File: config.mk
export PLATFORM = sky130hd
export DESIGN_NAME = manual_clk_gen
export DESIGN_NICKNAME = d
export VERILOG_FILES = /design/src/rtl/manual_clk_gen.sv
export SDC_FILE = /design/constraint.sdc
export NUM_CORES = 1
export LEC_CHECK = 0
export CAP_MARGIN = 30
export CORE_MARGIN = 2
export CORE_UTILIZATION = 40
export CTS_CLUSTER_DIAMETER = 100
export DETAILED_ROUTE_END_ITERATION = 10
export PLACE_DENSITY = 0.66
export SLEW_MARGIN = 20
export SYNTH_ARGS = -nofsm -noshare
export SYNTH_HDL_FRONTEND = slang
export SYNTH_SLANG_ARGS = --single-unit
File: constraint.sdc
create_clock -name raw_clk -period 3.4 [get_ports raw_clk]
set_clock_uncertainty 0.15 [all_clocks]
set_input_delay 0.68 -clock raw_clk [delete_from_list [all_inputs] [get_ports raw_clk]]
set_output_delay 0.68 -clock raw_clk [all_outputs]
set_load 0.03 [all_outputs]
File: src/rtl/manual_clk_gen.sv
// rtl/manual_clk_gen.sv - debounced single-step clock and mode toggle from two push buttons
// Optional STEP_AUTOREPEAT_EN: a held step button toggles manual_clk every REPEAT_CNT cycles.
module manual_clk_gen #(
  parameter logic [31:0] DEBOUNCE_CNT = 32'h000F4240,
  parameter logic [31:0] REPEAT_CNT   = 32'h00F42400
) (
  input  logic       raw_clk,
  input  logic       rst_n,
  input  logic       step_btn,
  input  logic       mode_btn,
  output logic       manual_clk,
  output logic       auto_en,
  output logic       step_pulse,
  output logic [7:0] step_cnt
);

  typedef enum logic [1:0] {S_LOW, S_RISE, S_HIGH, S_FALL} state_t;

  localparam logic [31:0] DB_MAX = (DEBOUNCE_CNT <= 32'd1) ? 32'd0 : DEBOUNCE_CNT - 32'd1;

  // Index 0 is the step button, index 1 the mode button.
  logic [1:0]  sync1_q, sync2_q;
  state_t      state_q [2];
  state_t      state_d [2];
  logic [31:0] cnt_q   [2];
  logic [31:0] cnt_d   [2];

  logic       manual_clk_q, manual_clk_d;
  logic       auto_en_q, auto_en_d;
  logic       step_pulse_q, step_pulse_d;
  logic [7:0] step_cnt_q, step_cnt_d;
  logic       step_rise, step_fall, mode_rise;

`ifdef STEP_AUTOREPEAT_EN
  localparam logic [31:0] RP_MAX = (REPEAT_CNT <= 32'd1) ? 32'd1 : REPEAT_CNT - 32'd1;
  logic [31:0] rpt_q, rpt_d;
`endif

  always_comb begin
    for (int i = 0; i < 2; i++) begin
      state_d[i] = state_q[i];
      cnt_d[i]   = cnt_q[i];
      case (state_q[i])
        S_LOW: if (sync2_q[i]) begin
          state_d[i] = S_RISE;
          cnt_d[i]   = '0;
        end
        S_RISE: begin
          if (!sync2_q[i])           state_d[i] = S_LOW;
          else if (cnt_q[i] == DB_MAX) state_d[i] = S_HIGH;
          else                       cnt_d[i] = cnt_q[i] + 32'd1;
        end
        S_HIGH: if (!sync2_q[i]) begin
          state_d[i] = S_FALL;
          cnt_d[i]   = '0;
        end
        S_FALL: begin
          if (sync2_q[i])            state_d[i] = S_HIGH;
          else if (cnt_q[i] == DB_MAX) state_d[i] = S_LOW;
          else                       cnt_d[i] = cnt_q[i] + 32'd1;
        end
        default: state_d[i] = S_LOW;
      endcase
    end
  end

  assign step_rise = (state_q[0] == S_RISE) && (state_d[0] == S_HIGH);
  assign step_fall = (state_q[0] == S_FALL) && (state_d[0] == S_LOW);
  assign mode_rise = (state_q[1] == S_RISE) && (state_d[1] == S_HIGH);

  always_comb begin
    manual_clk_d = manual_clk_q;
    step_pulse_d = 1'b0;
    step_cnt_d   = step_cnt_q;
    auto_en_d    = auto_en_q ^ mode_rise;
`ifdef STEP_AUTOREPEAT_EN
    // Counter runs only while the step debouncer sits in S_HIGH, so it restarts on every entry.
    rpt_d = '0;
    if (state_q[0] == S_HIGH) begin
      if (rpt_q == RP_MAX) begin
        manual_clk_d = ~manual_clk_q;
        if (!manual_clk_q) begin
          step_pulse_d = 1'b1;
          step_cnt_d   = step_cnt_q + 8'd1;
        end
      end else begin
        rpt_d = rpt_q + 32'd1;
      end
    end
`endif
    if (step_rise) begin
      manual_clk_d = 1'b1;
      step_pulse_d = 1'b1;
      step_cnt_d   = step_cnt_q + 8'd1;
    end
    if (step_fall) manual_clk_d = 1'b0;
  end

  always_ff @(posedge raw_clk or negedge rst_n) begin
    if (!rst_n) begin
      sync1_q <= '0;
      sync2_q <= '0;
      for (int i = 0; i < 2; i++) begin
        state_q[i] <= S_LOW;
        cnt_q[i]   <= '0;
      end
      manual_clk_q <= 1'b0;
      auto_en_q    <= 1'b0;
      step_pulse_q <= 1'b0;
      step_cnt_q   <= '0;
`ifdef STEP_AUTOREPEAT_EN
      rpt_q        <= '0;
`endif
    end else begin
      sync1_q <= {mode_btn, step_btn};
      sync2_q <= sync1_q;
      for (int i = 0; i < 2; i++) begin
        state_q[i] <= state_d[i];
        cnt_q[i]   <= cnt_d[i];
      end
      manual_clk_q <= manual_clk_d;
      auto_en_q    <= auto_en_d;
      step_pulse_q <= step_pulse_d;
      step_cnt_q   <= step_cnt_d;
`ifdef STEP_AUTOREPEAT_EN
      rpt_q        <= rpt_d;
`endif
    end
  end

  assign manual_clk = manual_clk_q;
  assign auto_en    = auto_en_q;
  assign step_pulse = step_pulse_q;
  assign step_cnt   = step_cnt_q;

endmodule

Word-level counts from Yosys, hierarchy flattened
Cells that the tools add are included.

storage, ports and cells
  flip-flop bits (word level) = 83
  bits of input ports = 4
  output and inout bits = 11
  word-level logic and storage cells = 70

operators by class
  add/sub/neg operators = 3
  equality and inequality tests = 18
  muxes and demuxes = 29
  bitwise logic cells = 1
  reductions and logical operators = 9

operators by type and width
  cell                                              number
  2-to-1 mux 32 bit                                 10
  case mux 32 bit (4 select lines)                  2
  adder 32 x 1 -> 32 bit (second input constant)    2
  == test 32 x 20 -> 1 bit (second input constant)  2
  2-to-1 mux 2 bit                                  12
  != test 2 bit (second input constant)             8
  case mux 2 bit (4 select lines)                   2
  == test 2 bit (second input constant)             6
  adder 8 x 1 -> 8 bit (second input constant)      1
  AND reduction 4 bit                               2
  zero test 2 bit                                   3
  == test 2 x 1 -> 1 bit (second input constant)    2
  logical AND 1 bit                                 3
  2-to-1 mux 1 bit                                  3
  nonzero test 2 bit                                1
  bitwise XOR 1 bit                                 1

Longest topological paths before layout
Gate-level depths: netlist (run 1).

  depth after elaboration = 8
  depth in mapped cells = 8
  mapped depth without buffers = 7

Least setup slack after synthesis (run 1)
Ideal clock, no wire load.

  path kind = register to register
  start point = register cnt_q[39] (netlist name)
  end point = register step_cnt_q[1], in the netlist step_cnt[1]
  library setup time = 0.128 ns
  arrival time = 2.117 ns
  required time = 3.122 ns
  path slack = 1.006 ns
  cell stages (with the launch flop) = 6
  buffers on the path = 0
  period minus slack after synthesis = 2.394 ns
  path through = dfrtp_1 > or4_1 > or3_1 > or3_4 > nor3_4 > mux2_1

between the ends
  longest elaborated chain between the ends = 6
  elaborated cells on any way between the ends = 8
  classes of those cells = eq/ne (2); mux (5); reduce/logical (1)

RTL lines
  element                              line    source
  from (decl)                          25      logic [31:0] cnt_q [2];
  from (signal, indexed assignment)    119     cnt_q[i] <= cnt_d[i];
  == test 32 x 20 -> 1 bit *           50, 59
  2-to-1 mux 2 bit (on tied branches)  59, 50
  2-to-1 mux 2 bit (on tied branches)  58, 49
  case mux 2 bit (4 select lines) *    43      case (state_q[i])
  == test 2 bit *                      67      assign step_rise = (state_q[0] == S_RISE) && (state_d[0] == S_HIGH);
  logical AND 1 bit *                  67
  to (signal assigned)                 124     step_cnt_q <= step_cnt_d;
  to (decl)                            31      logic [7:0] step_cnt_q, step_cnt_d;

Every way passes the cells marked *; elsewhere a longest branch is shown, timed or not.
A chain may end at the register's enable or synchronous reset.

Worst setup path in the final report (run 1)
  start point = register cnt_q[25] (netlist name)
  end point = register cnt_q[31] (netlist name)

between the ends
  longest elaborated chain between the ends = 4
  elaborated cells on any way between the ends = 6
  classes of those cells = add/sub (1); eq/ne (1); mux (4)

RTL lines
  element                                                                    line
  adder 32 x 1 -> 32 bit / == test 32 x 20 -> 1 bit (equally long branches)  --
  2-to-1 mux 32 bit *                                                        50, 59
  2-to-1 mux 32 bit (on tied branches)                                       58, 49
  case mux 32 bit (4 select lines) *                                         43

Every way passes the cells marked *; elsewhere a longest branch is shown, timed or not. The select of a mux whose other input is x is not followed.

==> impl_metrics.csv, run 1 <==
group,metric,value,unit
status,outcome,"complete, no violations",
power,p_per_area,410,mW/mm²
drt,vias,3959,
clock_network,cts_tree,"built",
drt,wl_met3,355,µm
clock_network,cts_hold_buffers,0,
synthesis,synth_flop_cell,"dfrtp_1",
worst_setup_path,arrival,2720,ps
power,power.static_leakage,0.00241,µW
timing,worst_slew_pin_slew,674,ps
finish,area.growth.synth_to_final,13.6,%
synthesis,synth_nets,502,
grt,antenna_found_initial,0,
worst_setup_path,worst-path-max-fanout,9,
floorplanning,initial_core_util,41.2,%
clock_network,clock_latency,340,ps
timing,whs,162,ps
floorplanning,io_pins,15,
floorplanning,die_area,0.0128,mm²
drt,met1Wirelength,4990,µm
place,hpwl,6960,µm
floorplanning,fp.dieH,113,µm
drt,first_pass_iters,4,
clock_network,cts.sinks,83,
worst_setup_path,crit_family,"simple AND/OR/NAND/NOR gates",
drt,drtIter0Drc,351,
grt,grt_pass1_vias,3927,
clock_network,root_buffer,"clkbuf_16",
drt,post_drt_wl_per_cell,15.9,µm
worst_setup_path,reg2reg_depth,7,
timing,hold_viol_final,0,
timing,slew_headroom,54.7,%
worst_setup_path,cp_num_cells,7,
finish,layout.nets,517,
finish,antenna_cells,0,
timing,grt_setup_unrepaired,"false",
worst_setup_path,crit_slowest_cell,"or4_1",
flow_run,drv_cap,0,
floorplanning,num_rows,39,
finish,drive_above_1_share,12.0,%
place,routabilityCongestion,0.827,
floorplanning,dieWidth,113,µm
timing,tns,0,ps
worst_setup_path,crit_path_end_kind,"flip-flop",
drt,wl_met2,5030,µm
power,ir_worst_vdd,0.322,mV
synthesis,async_flop_share,100,%
drt,wl,10500,µm
worst_setup_path,crit_buf_inv,2,
finish,final_common_cell,"dfrtp_1",
clock_network,post_cts_buffers,0,
clock_network,numCtsBuffers,9,
worst_setup_path,worstSetupPathType,"flip-flop to flip-flop",
clock_network,cts_resized,0,
worst_setup_path,crit_chain,"or4_1 > or3_4 > nor4_4 > nand2b_1 > buf_4 > inv_2 > a41o_1",
clock_network,htree_levels,3,
synthesis,ys_types,58,
synthesis,synth-seq-cells,83,
synthesis,synth_edf_count,0,
place,portBuffers,14,
timing,period_share,77.7,%
drt,routed_via_density,6.02,
clock_network,clk_path_buf_depth,2,
synthesis,syn_inst,495,
hold_path,worstHoldPathType,"input pin to async pin",
timing,setup_viol,0,
worst_setup_path,critPathRequiredTime,3480,ps
synthesis,syn_area_per_cell,9.60,µm²
worst_setup_path,cp-start-kind,"flip-flop",
floorplanning,core,0.0115,mm²
drt,maxUsedRoutingLayer,"met4",
timing,fmax,379,MHz
grt,grt.total_usage,17.7,%
clock_network,clkTransAtPathRegs,70,ps
synthesis,synth_area,0.00475,mm²
synthesis,yosysSeqAreaShare,43.7,%
worst_setup_path,crit_path_max_incr_delay,540,ps
grt,grt_max_degree,48,
timing,maxSlewViolCount,0,
finish,nFillCells,1066,
drt,drc,0,
grt,grt_pass1_wl,18600,µm
timing,min_period,2640,ps
finish,final_cell_mix,"dfrtp_1 (83), nand3_1 (46), nand2_1 (43)",
grt,globalRoute.totalOverflow,0,
synthesis,yosysWarnings,0,
drt,antenna_left,0,
==> where the power goes <==
part           switching [µW]  internal, µW
combinational            75.7          44.1
clock                     406           648
sequential               28.2          1010
total                     510          1700
==> routing by layer <==
layer  track usage, %  vias up
met1             23.0     1970
met4             7.40        0
li1                 -     1927
met5                0        -
met3             4.23        6
met2             28.4       56
==> cell type report <==
cell class | count | area (µm²) | share of cell area, %
flip-flops and latches | 83 | 2080 | 38.5
clock inverters | 7 | 98.8 | 1.83
repair buffers | 28 | 255 | 4.73
clock buffers | 9 | 225 | 4.17
multi-input cells | 382 | 2540 | 47.1
inverters | 6 | 22.5 | 0.417
well taps | 143 | 179 | 3.31
==> worst reg2reg max path, cell delays in order, from the launching register on <==
cell and delay (ps):
dfrtp_1 440, or4_1 540, or3_4 400, nor4_4 170, nand2b_1 360, buf_4 230
inv_2 40, a41o_1 220
==> worst paths after layout <==
kind                         endpoint  slack (ps)        from
max                         cnt_q[31]         760   cnt_q[25]
min in group raw_clk       sync2_q[0]         200  sync1_q[0]
max in group asynchronous   cnt_q[39]        2300       rst_n
min                          cnt_q[3]         160       rst_n
max reg2reg                 cnt_q[31]         760   cnt_q[25]
min reg2reg                sync2_q[0]         200  sync1_q[0]
==> Yosys cell counts, drive strengths merged (13+ instances only) <==
master	instances	share of area (%)
nand4	24	3.2
mux2	14	3.3
nor3	13	1.6
nand3	46	4.8
clkbuf	16	1.3
or3	15	2.2
a22o	24	4.4
dfrtp	83	44
and3	23	3.0
o21ai	26	2.7
nand2	43	3.4
nor2	21	1.7
==> through the flow <==
stage | power, µW | instances | setup slack, ps | cell area (µm²) | util, %
after floorplan | 1120 | 495 | 1010 | 4750 | -
after global placement | 1170 | 641 | 856 | 5050 | 43.9
after detailed placement | 1180 | 642 | 776 | 5070 | 44.1
after CTS | 2240 | 658 | 757 | 5400 | 46.9
after global routing | 2300 | 658 | 639 | 5400 | 46.9
final | 2210 | 658 | 759 | 5400 | 46.9
==> cells by family after synthesis <==
| family | count (synthesis) | share of synthesized area, % |
|---|---|---|
| multiplexers | 17 | 3.95 |
| AO/OA/AOI/OAI | 93 | 14.5 |
| buffers and inverters | 30 | 2.95 |
| AND/OR/NAND/NOR | 257 | 31.8 |
| adder cells (fa/ha/maj) | 3 | 0.790 |
| flip-flops | 83 | 43.7 |
| XOR/XNOR | 12 | 2.21 |
==> registers in the layout (all words and copies together), names as in the netlist <==
signal,count
step_cnt,8
step_pulse,1
state_q,4
manual_clk,1
cnt_q,64
sync2_q,2
auto_en,1
sync1_q,2
No activity file was read; power rests on OpenSTA's default activity.
==> inputs of run 2 (changes only) <==
--- a/config.mk
+++ b/config.mk
@@ -10,7 +10,7 @@
 export CORE_UTILIZATION = 40
 export CTS_CLUSTER_DIAMETER = 100
 export DETAILED_ROUTE_END_ITERATION = 10
-export PLACE_DENSITY = 0.66
+export PLACE_DENSITY = 0.68
 export SLEW_MARGIN = 20
 export SYNTH_ARGS = -nofsm -noshare
 export SYNTH_HDL_FRONTEND = slang
==> constraint.sdc (replaced) <==
create_clock -name raw_clk -period 2.3 [get_ports raw_clk]
set_clock_uncertainty 0.15 [all_clocks]
set_input_delay 0.46 -clock raw_clk [delete_from_list [all_inputs] [get_ports raw_clk]]
set_output_delay 0.46 -clock raw_clk [all_outputs]
set_load 0.03 [all_outputs]
==> impl_metrics.csv, run 2 (synthesis gave the netlist of run 1 again) <==
group,metric,value,unit
status,outcome,"finished with violations",
status,violations,"DRC, setup timing",
flow_run,drv_cap,0,
power,net-switching-power,775,µW
grt,grt_max_degree,48,
drt,routed_via_density,5.95,
clock_network,clkTransAtPathRegs,60,ps
power,swShare,23.3,%
worst_setup_path,cpMostUsedCell,"or3_4",
grt,globalRoute.totalOverflow,0,
timing,period_share,102,%
timing,setup_viol,13,
floorplanning,fp.dieH,113,µm
floorplanning,die_area,0.0128,mm²
worst_setup_path,crit_buf_inv,0,
finish,antenna_cells,0,
clock_network,root_buffer,"clkbuf_16",
power,p_clk_share,46.4,%
finish,final_common_cell,"dfrtp_1",
drt,vias,4273,
worst_setup_path,crit_slowest_cell,"or4_4",
worst_setup_path,cp-start-kind,"flip-flop",
floorplanning,initial_core_util,41.2,%
clock_network,numCtsBuffers,9,
finish,drive_above_1_share,24.2,%
worst_setup_path,worst-path-max-fanout,2,
timing,hold_viol_final,0,
place,portBuffers,14,
place,dp_slack,-65.4,ps
finish,layout.nets,577,
finish,nFillCells,1025,
grt,grt_pass1_vias,4233,
clock_network,cts_tree,"built",
drt,antenna_left,0,
grt,grt.total_usage,18.9,%
drt,drtIter0Drc,326,
worst_setup_path,crit_family,"simple AND/OR/NAND/NOR gates",
worst_setup_path,worstSetupPathType,"flip-flop to flip-flop",
timing,whs,204,ps
drt,post_drt_wl_per_cell,16.4,µm
timing,tns,-161,ps
drt,drc,1,
grt,antenna_found_initial,0,
finish,top_register,"cnt_q",
power,power.static_leakage,0.00284,µW
timing,setup_ws,-37.8,ps
clock_network,clock_latency,340,ps
power,pwr-share-seq,45.8,%
place,hpwl,7680,µm
power,p_per_area,551,mW/mm²
place,routabilityCongestion,0.834,
power,p_total,3330,µW
power,ir_worst_vdd,0.443,mV
clock_network,htree_levels,3,
worst_setup_path,crit_chain,"or4_4 > or3_4 > or3_4 > nor3_4 > mux2_4",
finish,seq_area,0.00208,mm²
timing,slew_headroom,53.6,%
timing,grt_setup_unrepaired,"true",
finish,largest_register_ffs,64,
clock_network,clk_path_buf_depth,2,
grt,grt_pass1_wl,19900,µm
finish,multi_input_area,0.00265,mm²
timing,maxSlewViolCount,0,
finish,area.growth.synth_to_final,27.3,%
hold_path,worstHoldPathType,"flip-flop to flip-flop",
finish,final_cell_mix,"dfrtp_1 (83), buf_4 (63), nand3_1 (41)",
floorplanning,core,0.0115,mm²
power,pwr-share-comb,7.8,%
timing,fmax,428,MHz
power,internal_power,2560,µW
floorplanning,num_rows,39,
timing,worst_slew_pin_slew,692,ps
drt,first_pass_iters,7,
place,placed_area,0.00548,mm²
worst_setup_path,crit_path_max_incr_delay,540,ps
drt,wl,11800,µm
worst_setup_path,arrival,2410,ps
worst_setup_path,critPathRequiredTime,2370,ps
timing,min_period,2340,ps
finish,stdcell_area,0.00605,mm²
floorplanning,dieWidth,113,µm
worst_setup_path,crit_path_end_kind,"flip-flop",
floorplanning,io_pins,15,
clock_network,cts.sinks,83,
==> run 2: cell types whose count changed in the layout (fill, tap and decap cells not counted), sizes merged <==
cell         previous run  this run
buf                    15        72
clkbuf                  9        11
clkinv                  2         3
dlygate4sd3             0         1
inv                     8         7
==> run 2: final timing paths <==
| check | from | end | slack, ps | depth (start not counted) |
|---|---|---|---|---|
| worst max register to register | cnt_q[39] | step_cnt[1] | -40 | 5 |
| worst max-delay path | cnt_q[39] | step_cnt[1] | -40 | 5 |
| worst min-delay path | sync1_q[1] | sync2_q[1] | 200 | 0 |
| worst min register to register | sync1_q[1] | sync2_q[1] | 200 | 0 |
| max in group asynchronous | rst_n | cnt_q[42] | 950 | 3 |
| min in group asynchronous | rst_n | sync2_q[1] | 470 | 2 |
==> run 2: power groups by stage <==
stage	sequential [µW]	combinational (µW)	clock (µW)
after global routing	1530	287	1640
after CTS	1520	237	1580
after global placement	1550	219	0
final	1530	261	1540
after floorplan	1550	112	0
after detailed placement	1550	227	0
==> run 2: cell type report <==
| type | count | area share [%] |
|---|---|---|
| clock buffers | 9 | 3.73 |
| clock inverters | 7 | 1.51 |
| inverters | 6 | 0.373 |
| multi-input cells | 382 | 43.9 |
| flip-flops and latches | 83 | 34.4 |
| well taps | 143 | 2.96 |
| repair buffers | 88 | 13.2 |
==> run 2: stage by stage <==
stage	utilization, %	std cells
5_1_grt	52.5	718
3_5_place_dp	47.6	693
2_1_floorplan	-	495
3_3_place_gp	47.6	693
6_report	52.5	718
4_1_cts	51.0	713
==> run 2: timing repair <==
| action | CTS | global route |
|---|---|---|
| setup buffers | 3 | 2 |
| pin swaps | 2 | 23 |
| endpoints found under the hold margin | 30 | 0 |
| hold buffers | 1 | 0 |
| setup endpoints to repair | 18 | 29 |
| resized for setup | 9 | 24 |
| cloned | 0 | 3 |
==> run 2: layer usage <==
| metal | global-route usage, % | vias up | wire, µm |
|---|---|---|---|
| met5 | 0 | - | 0 |
| met4 | 5.69 | 0 | 133 |
| met3 | 3.75 | 13 | 403 |
| met2 | 33.1 | 84 | 5980 |
| met1 | 23.8 | 2122 | 5280 |
| li1 | - | 2054 | - |
==> run 2: worst register-to-register path, delay by kind of cell (launching register included) <==
family / cells / cell delay, ps
multiplexers: 1 / 320
flip-flops: 1 / 380
AND/OR/NAND/NOR: 4 / 1380
